`src/rtl/thresh_event_pulser_pkg.sv`:
```
// thresh_event_pulser_pkg: shared FSM state encodings, timing-field width and default event-count width
package thresh_event_pulser_pkg;
  typedef enum logic [1:0] {ST_IDLE = 2'd0, ST_PULSE = 2'd1, ST_REFRACT = 2'd2} state_t;
  localparam int TW = 8;
  localparam int CNT_W_DEF = 16;
endpackage

```
`src/rtl/thresh_event_pulser_if.sv`:
```
// thresh_event_pulser_if: bus bundle (master drives sample_CLK, thresh_in, enable, pulse_width, refractory, rate_window; slave drives dig_out, event_count, count_valid)
interface thresh_event_pulser_if #(parameter int NUM_CH = 2, parameter int CNT_W = 16);
  logic sample_CLK;
  logic [NUM_CH-1:0] thresh_in;
  logic [NUM_CH-1:0] enable;
  logic [7:0] pulse_width;
  logic [7:0] refractory;
  logic [15:0] rate_window;
  logic [NUM_CH-1:0] dig_out;
  logic [NUM_CH*CNT_W-1:0] event_count;
  logic count_valid;
  modport master(output sample_CLK, thresh_in, enable, pulse_width, refractory, rate_window, input dig_out, event_count, count_valid);
  modport slave(input sample_CLK, thresh_in, enable, pulse_width, refractory, rate_window, output dig_out, event_count, count_valid);
endinterface

```
`src/rtl/thresh_event_pulser_event_pulse_fsm.sv`:
```
// thresh_event_pulser_event_pulse_fsm: per-channel crossing-to-pulse FSM with refractory time and saturating window accumulator (in: dataclk, reset, tick, thresh_in, enable, pulse_width, refractory, win_on, win_pub; out: dig_out, acc)
module thresh_event_pulser_event_pulse_fsm
  import thresh_event_pulser_pkg::*;
#(parameter int CNT_W = CNT_W_DEF) (
  input  logic dataclk,
  input  logic reset,
  input  logic tick,
  input  logic thresh_in,
  input  logic enable,
  input  logic [TW-1:0] pulse_width,
  input  logic [TW-1:0] refractory,
  input  logic win_on,
  input  logic win_pub,
  output logic dig_out,
  output logic [CNT_W-1:0] acc
);
  state_t state, state_n;
  logic [TW-1:0] cnt, cnt_n;
  logic prev, accept, last;
  assign accept = enable & tick & thresh_in & ~prev & (state == ST_IDLE);
  assign last = cnt <= TW'(1);
  always_comb begin
    state_n = state;
    cnt_n = cnt;
    if (!enable) begin
      state_n = ST_IDLE;
      cnt_n = '0;
    end else if (accept) begin
      state_n = ST_PULSE;
      cnt_n = pulse_width == '0 ? TW'(1) : pulse_width;
    end else if (tick && state == ST_PULSE) begin
      state_n = !last ? ST_PULSE : refractory == '0 ? ST_IDLE : ST_REFRACT;
      cnt_n = !last ? cnt - 1'b1 : refractory;
    end else if (tick && state == ST_REFRACT) begin
      state_n = last ? ST_IDLE : ST_REFRACT;
      cnt_n = cnt - 1'b1;
    end
  end
  always_ff @(posedge dataclk or posedge reset)
    if (reset) begin
      state <= ST_IDLE;
      cnt <= '0;
      prev <= 1'b1;
      dig_out <= 1'b0;
      acc <= '0;
    end else begin
      state <= state_n;
      cnt <= cnt_n;
      dig_out <= state_n == ST_PULSE;
      if (tick) prev <= thresh_in;
      acc <= !win_on ? '0 : win_pub ? CNT_W'(accept) : (accept && ~&acc) ? acc + 1'b1 : acc;
    end
endmodule

```
`src/rtl/thresh_event_pulser.sv`:
```
// thresh_event_pulser: sample-tick generation, window counter and per-channel event pulsers (ports: dataclk, reset, bus.slave)
module thresh_event_pulser
  import thresh_event_pulser_pkg::*;
#(parameter int NUM_CH = 2, parameter int CNT_W = CNT_W_DEF) (
  input logic dataclk,
  input logic reset,
  thresh_event_pulser_if.slave bus
);
  logic sclk_d, tick, win_on, win_pub;
  logic [15:0] win_cnt;
  logic [NUM_CH*CNT_W-1:0] acc;
  assign tick = bus.sample_CLK & ~sclk_d;
  assign win_on = |bus.rate_window;
  assign win_pub = tick & win_on & (win_cnt >= bus.rate_window - 16'd1);
  always_ff @(posedge dataclk or posedge reset)
    if (reset) begin
      sclk_d <= 1'b0;
      win_cnt <= '0;
      bus.event_count <= '0;
      bus.count_valid <= 1'b0;
    end else begin
      sclk_d <= bus.sample_CLK;
      win_cnt <= (!win_on || win_pub) ? '0 : tick ? win_cnt + 1'b1 : win_cnt;
      bus.count_valid <= win_pub;
      if (win_pub) bus.event_count <= acc;
    end
  for (genvar i = 0; i < NUM_CH; i++) begin : g_ch
    thresh_event_pulser_event_pulse_fsm #(.CNT_W(CNT_W)) u_event_pulse_fsm (
      .dataclk(dataclk),
      .reset(reset),
      .tick(tick),
      .thresh_in(bus.thresh_in[i]),
      .enable(bus.enable[i]),
      .pulse_width(bus.pulse_width),
      .refractory(bus.refractory),
      .win_on(win_on),
      .win_pub(win_pub),
      .dig_out(bus.dig_out[i]),
      .acc(acc[i*CNT_W +: CNT_W])
    );
  end
endmodule
```
`src/flat_wrapper.sv`:
```
// flat-port wrapper written by rule: the top's interface ports become plain ports
module thresh_event_pulser_flat import thresh_event_pulser_pkg::*;
#(parameter int NUM_CH = 2, parameter int CNT_W = CNT_W_DEF)
  (dataclk, reset, bus_sample_CLK, bus_thresh_in, bus_enable, bus_pulse_width, bus_refractory, bus_rate_window, bus_dig_out, bus_event_count, bus_count_valid);
  thresh_event_pulser_if #(.NUM_CH(NUM_CH), .CNT_W(CNT_W)) bus_i ();
  input logic dataclk;
  input logic reset;
  input wire logic [$bits(bus_i.sample_CLK)-1:0] bus_sample_CLK;
  input wire logic [$bits(bus_i.thresh_in)-1:0] bus_thresh_in;
  input wire logic [$bits(bus_i.enable)-1:0] bus_enable;
  input wire logic [$bits(bus_i.pulse_width)-1:0] bus_pulse_width;
  input wire logic [$bits(bus_i.refractory)-1:0] bus_refractory;
  input wire logic [$bits(bus_i.rate_window)-1:0] bus_rate_window;
  output wire logic [$bits(bus_i.dig_out)-1:0] bus_dig_out;
  output wire logic [$bits(bus_i.event_count)-1:0] bus_event_count;
  output wire logic [$bits(bus_i.count_valid)-1:0] bus_count_valid;
  assign bus_i.sample_CLK = bus_sample_CLK;
  assign bus_i.thresh_in = bus_thresh_in;
  assign bus_i.enable = bus_enable;
  assign bus_i.pulse_width = bus_pulse_width;
  assign bus_i.refractory = bus_refractory;
  assign bus_i.rate_window = bus_rate_window;
  assign bus_dig_out = bus_i.dig_out;
  assign bus_event_count = bus_i.event_count;
  assign bus_count_valid = bus_i.count_valid;
  thresh_event_pulser #(.NUM_CH(NUM_CH), .CNT_W(CNT_W)) u_core (.dataclk(dataclk), .reset(reset), .bus(bus_i));
endmodule
```
`config.mk`:
```
export PLATFORM = sky130hd
export DESIGN_NAME = thresh_event_pulser_flat
export DESIGN_NICKNAME = d
export VERILOG_FILES = /design/src/rtl/thresh_event_pulser_pkg.sv /design/src/rtl/thresh_event_pulser_if.sv /design/src/rtl/thresh_event_pulser_event_pulse_fsm.sv /design/src/rtl/thresh_event_pulser.sv /design/src/flat_wrapper.sv
export SDC_FILE = /design/constraint.sdc
export NUM_CORES = 1
export LEC_CHECK = 0
export CAP_MARGIN = 20
export CORE_ASPECT_RATIO = 2
export CORE_MARGIN = 1
export CORE_UTILIZATION = 30
export DETAILED_ROUTE_END_ITERATION = 6
export GPL_TIMING_DRIVEN = 0
export PLACE_DENSITY = 0.47
export SYNTH_ARGS = -nofsm -noshare
export SYNTH_HDL_FRONTEND = slang
export SYNTH_HIERARCHICAL = 1
export SYNTH_SLANG_ARGS = --single-unit
```
`constraint.sdc`:
```
create_clock -name dataclk -period 3.75 [get_ports dataclk]
set_clock_uncertainty 0.15 [all_clocks]
set_input_delay 0.75 -clock dataclk [delete_from_list [all_inputs] [get_ports dataclk]]
set_output_delay 0.75 -clock dataclk [all_outputs]
set_load 0.01 [all_outputs]
```
==> flow_summary.json <==
{
  "cts_hold_buf": 0,
  "track_usage": 0.1739,
  "cts-buffers-inserted": 9,
  "p_leak_nw": 3.707,
  "cp-start-kind": "primary input",
  "syn_area_per_cell_sq_um": 9.859,
  "die-area_sq_mm": 0.02195,
  "worstRegToRegCells": 8,
  "layout-drive-gt1-share": 0.2057,
  "cp_max_fo": 5,
  "finalHoldViolations": 0,
  "die_y_um": 208.5,
  "path_class": "in -> reg",
  "synth_top_area_frac": 0.4067,
  "violations": "negative setup slack",
  "slew_violations": 0,
  "fillerInstances": 2018,
  "layout.nets": 827,
  "min_period_ps": 3866,
  "whs_path_depth": 1,
  "fin_tns_setup_ps": -4535,
  "syn_nets": 713,
  "vias": 5463,
  "port_buffers": 73,
  "synth_top_area_cell": "dfrtp_1",
  "diodes": 0,
  "drc": 0,
  "setup_ws_ps": -115.6,
  "layout_common_cells": "dfrtp_1, clkdlybuf4s50_1, nand2_1",
  "insertion_delay_ps": 350,
  "p_per_area_mw_per_mm2": 332.7,
  "cts_max_path_buffers": 2,
  "place_congestion": 0.8415,
  "die_x_um": 105.3,
  "cts.sinks": 106,
  "design.core.area_sq_mm": 0.02093,
  "layout_commonest_cell": "dfrtp_1",
  "htreeDepth": 3,
  "gr-total-overflow": 0,
  "grt_pass1_wl_mm": 29.41,
  "ys_ff_latch": 106,
  "async_flop_share": 1.000,
  "register_area_sq_mm": 0.002655,
  "max_cap_viol_count": 0,
  "yosys_most_used_dff": "dfrtp_1",
  "drt-total-wl_mm": 18.66,
  "drt-pass1-iter-count": 5,
  "rsz0062_at_grt": "true",
  "place_hpwl_mm": 14.29,
  "rows": 75,
  "wire_per_inst_um": 17.99,
  "tritoncts": "built",
  "required_ps": 3850,
  "fin_util": 0.4043,
  "relSlewSlack": 0.5371,
  "grt_pass1_vias": 5665,
  "antenna_left": 0,
  "clock_tree.root_cell": "clkbuf_16",
  "synth_area_leaders": "dfrtp_1, mux2_4, ha_1",
  "yosysSeqAreaShare": 0.4149,
  "antenna_found_initial": 0,
  "status": "complete, but fails checks",
  "grt_max_degree": 28,
  "synthCells": 649,
  "worst_slew_pin_slew_ps": 689.8,
  "drtIter0Drc": 227,
  "ioPinCount": 74,
  "vias_per_cell": 5.268,
  "hold_ws_ps": 359.8,
  "path_clk_slew_ps": 70,
  "endpoint_kind": "flip-flop",
  "synth.distinct_cells": 69,
  "arrival_ps": 3960,
  "ir_worst_vdd_v": 0.0002347,
  "worst_hold_path_type": "reg -> reg",
  "setup_viol": 60,
  "fmax_mhz": 258.7,
  "start_util": 0.3058,
  "synthToLayoutAreaGrowth_pct": 32.23,
  "min_period_over_period": 1.031,
  "synth_edf_count": 0,
  "ys_warn_count": 6,
  "synth_area_sq_mm": 0.006399,
  "multi_input_area_sq_mm": 0.003790
}
flip-flops by register name (all words and copies together), names as in the netlist:
signal / cells
u_core/bus.count_valid: 1
u_core/bus.event_count: 32
u_core/g_ch.u_event_pulse_fsm/acc: 32
u_core/g_ch.u_event_pulse_fsm/cnt: 16
u_core/g_ch.u_event_pulse_fsm/dig_out: 2
u_core/g_ch.u_event_pulse_fsm/prev: 2
u_core/g_ch.u_event_pulse_fsm/state: 4
u_core/sclk_d: 1
u_core/win_cnt: 16
metrics by stage:
step / instance area [sq um] / cells / setup slack (ps) / total power, mW
floorplan: 6507 / 649 / -353.8 / 1.550
CTS: 8330 / 1031 / -211.6 / 2.852
detailed placement: 7650 / 994 / -1672 / 1.722
global placement: 7575 / 991 / -1676 / 1.698
finish: 8461 / 1037 / -115.6 / 2.815
global route: 8461 / 1037 / -241.2 / 2.965
layer usage:
metal | vias to the layer above | share of wire | GRT usage
met4 | 0 | 0.040 | 0.09228
li1 | 2606 | - | -
met3 | 46 | 0.025 | 0.02318
met1 | 2667 | 0.35 | 0.1634
met2 | 144 | 0.59 | 0.3503
met5 | - | 0 | 0
cell families after synthesis:
kind of cell	synth area share
AND/OR/NAND/NOR	0.2251
AO/OA/AOI/OAI	0.1277
flip-flops	0.4149
XOR/XNOR	0.06844
multiplexers	0.08467
buffers and inverters	0.03031
adder cells (fa/ha/maj)	0.04889
critical path, cell delays in order:
cell and delay (ps):
buf_8 100, nor4_4 280, buf_4 180, nand2b_4 60
nor4_4 280, buf_4 180, xnor2_2 50, ha_1 300
nand4_1 180, nor4_4 300, o21ai_2 130, and3_4 170
or3_4 380, buf_12 170, clkinv_8 60, nand2b_4 170
clkbuf_16 180, nor2_2 40
timing repair:
item                                    in CTS  in global routing
resized for setup                           79                 18
endpoints found under the setup margin      81                 80
pin swaps                                   21                 11
setup buffers                               22                  5
cloned                                       2                  1
worst paths after layout:
kind                                             from                                        to  slack (ps)
setup / recovery                   bus_rate_window[5]  u_core/g_ch[0].u_event_pulse_fsm/acc[10]        -120
hold / removal             u_core/bus.event_count[28]                u_core/bus.event_count[28]         360
setup reg to reg                        u_core/sclk_d  u_core/g_ch[0].u_event_pulse_fsm/acc[15]         580
hold reg to reg            u_core/bus.event_count[28]                u_core/bus.event_count[28]         360
max in group asynchronous                       reset     u_core/g_ch[1].u_event_pulse_fsm/prev        2160
min in group asynchronous                       reset                u_core/bus.event_count[31]         690
layout make-up:
| type | count | share of cell area |
|---|---|---|
| plain buffers | 15 | 0.01479 |
| well taps | 269 | 0.03978 |
| clock inverters | 6 | 0.01331 |
| inverters | 19 | 0.01050 |
| clock buffers | 10 | 0.02706 |
| repair buffers | 106 | 0.1328 |
| flip-flops and latches | 106 | 0.3138 |
| multi-input cells | 506 | 0.4479 |
cells in the mapped netlist, drive strengths merged (2+ instances only):
cell	number
o21a	3
a211oi	4
and4	6
a21oi	29
o2111ai	3
clkbuf	11
a22o	8
nor4	16
and2	5
nand3	27
dfrtp	104
nand4b	2
buf	7
inv	18
o21ai	41
or2	4
a31o	3
dfstp	2
nor2	59
nor2b	6
a31oi	6
or4	5
and3	12
mux2	34
nor3b	5
nand4	16
ha	25
or3	11
xnor2	24
nor4b	2
o211ai	11
nand3b	6
a21o	2
o31ai	2
nand2	53
nor3	17
a21boi	5
xor2	26
nand2b	8
mux2i	5
power breakdown:
group          switching [mW]  internal [mW]
registers              0.0788           1.20
logic                   0.237          0.202
clock network           0.441          0.656
total                   0.756           2.06
Note: power is estimated with default switching activity, not from simulation.
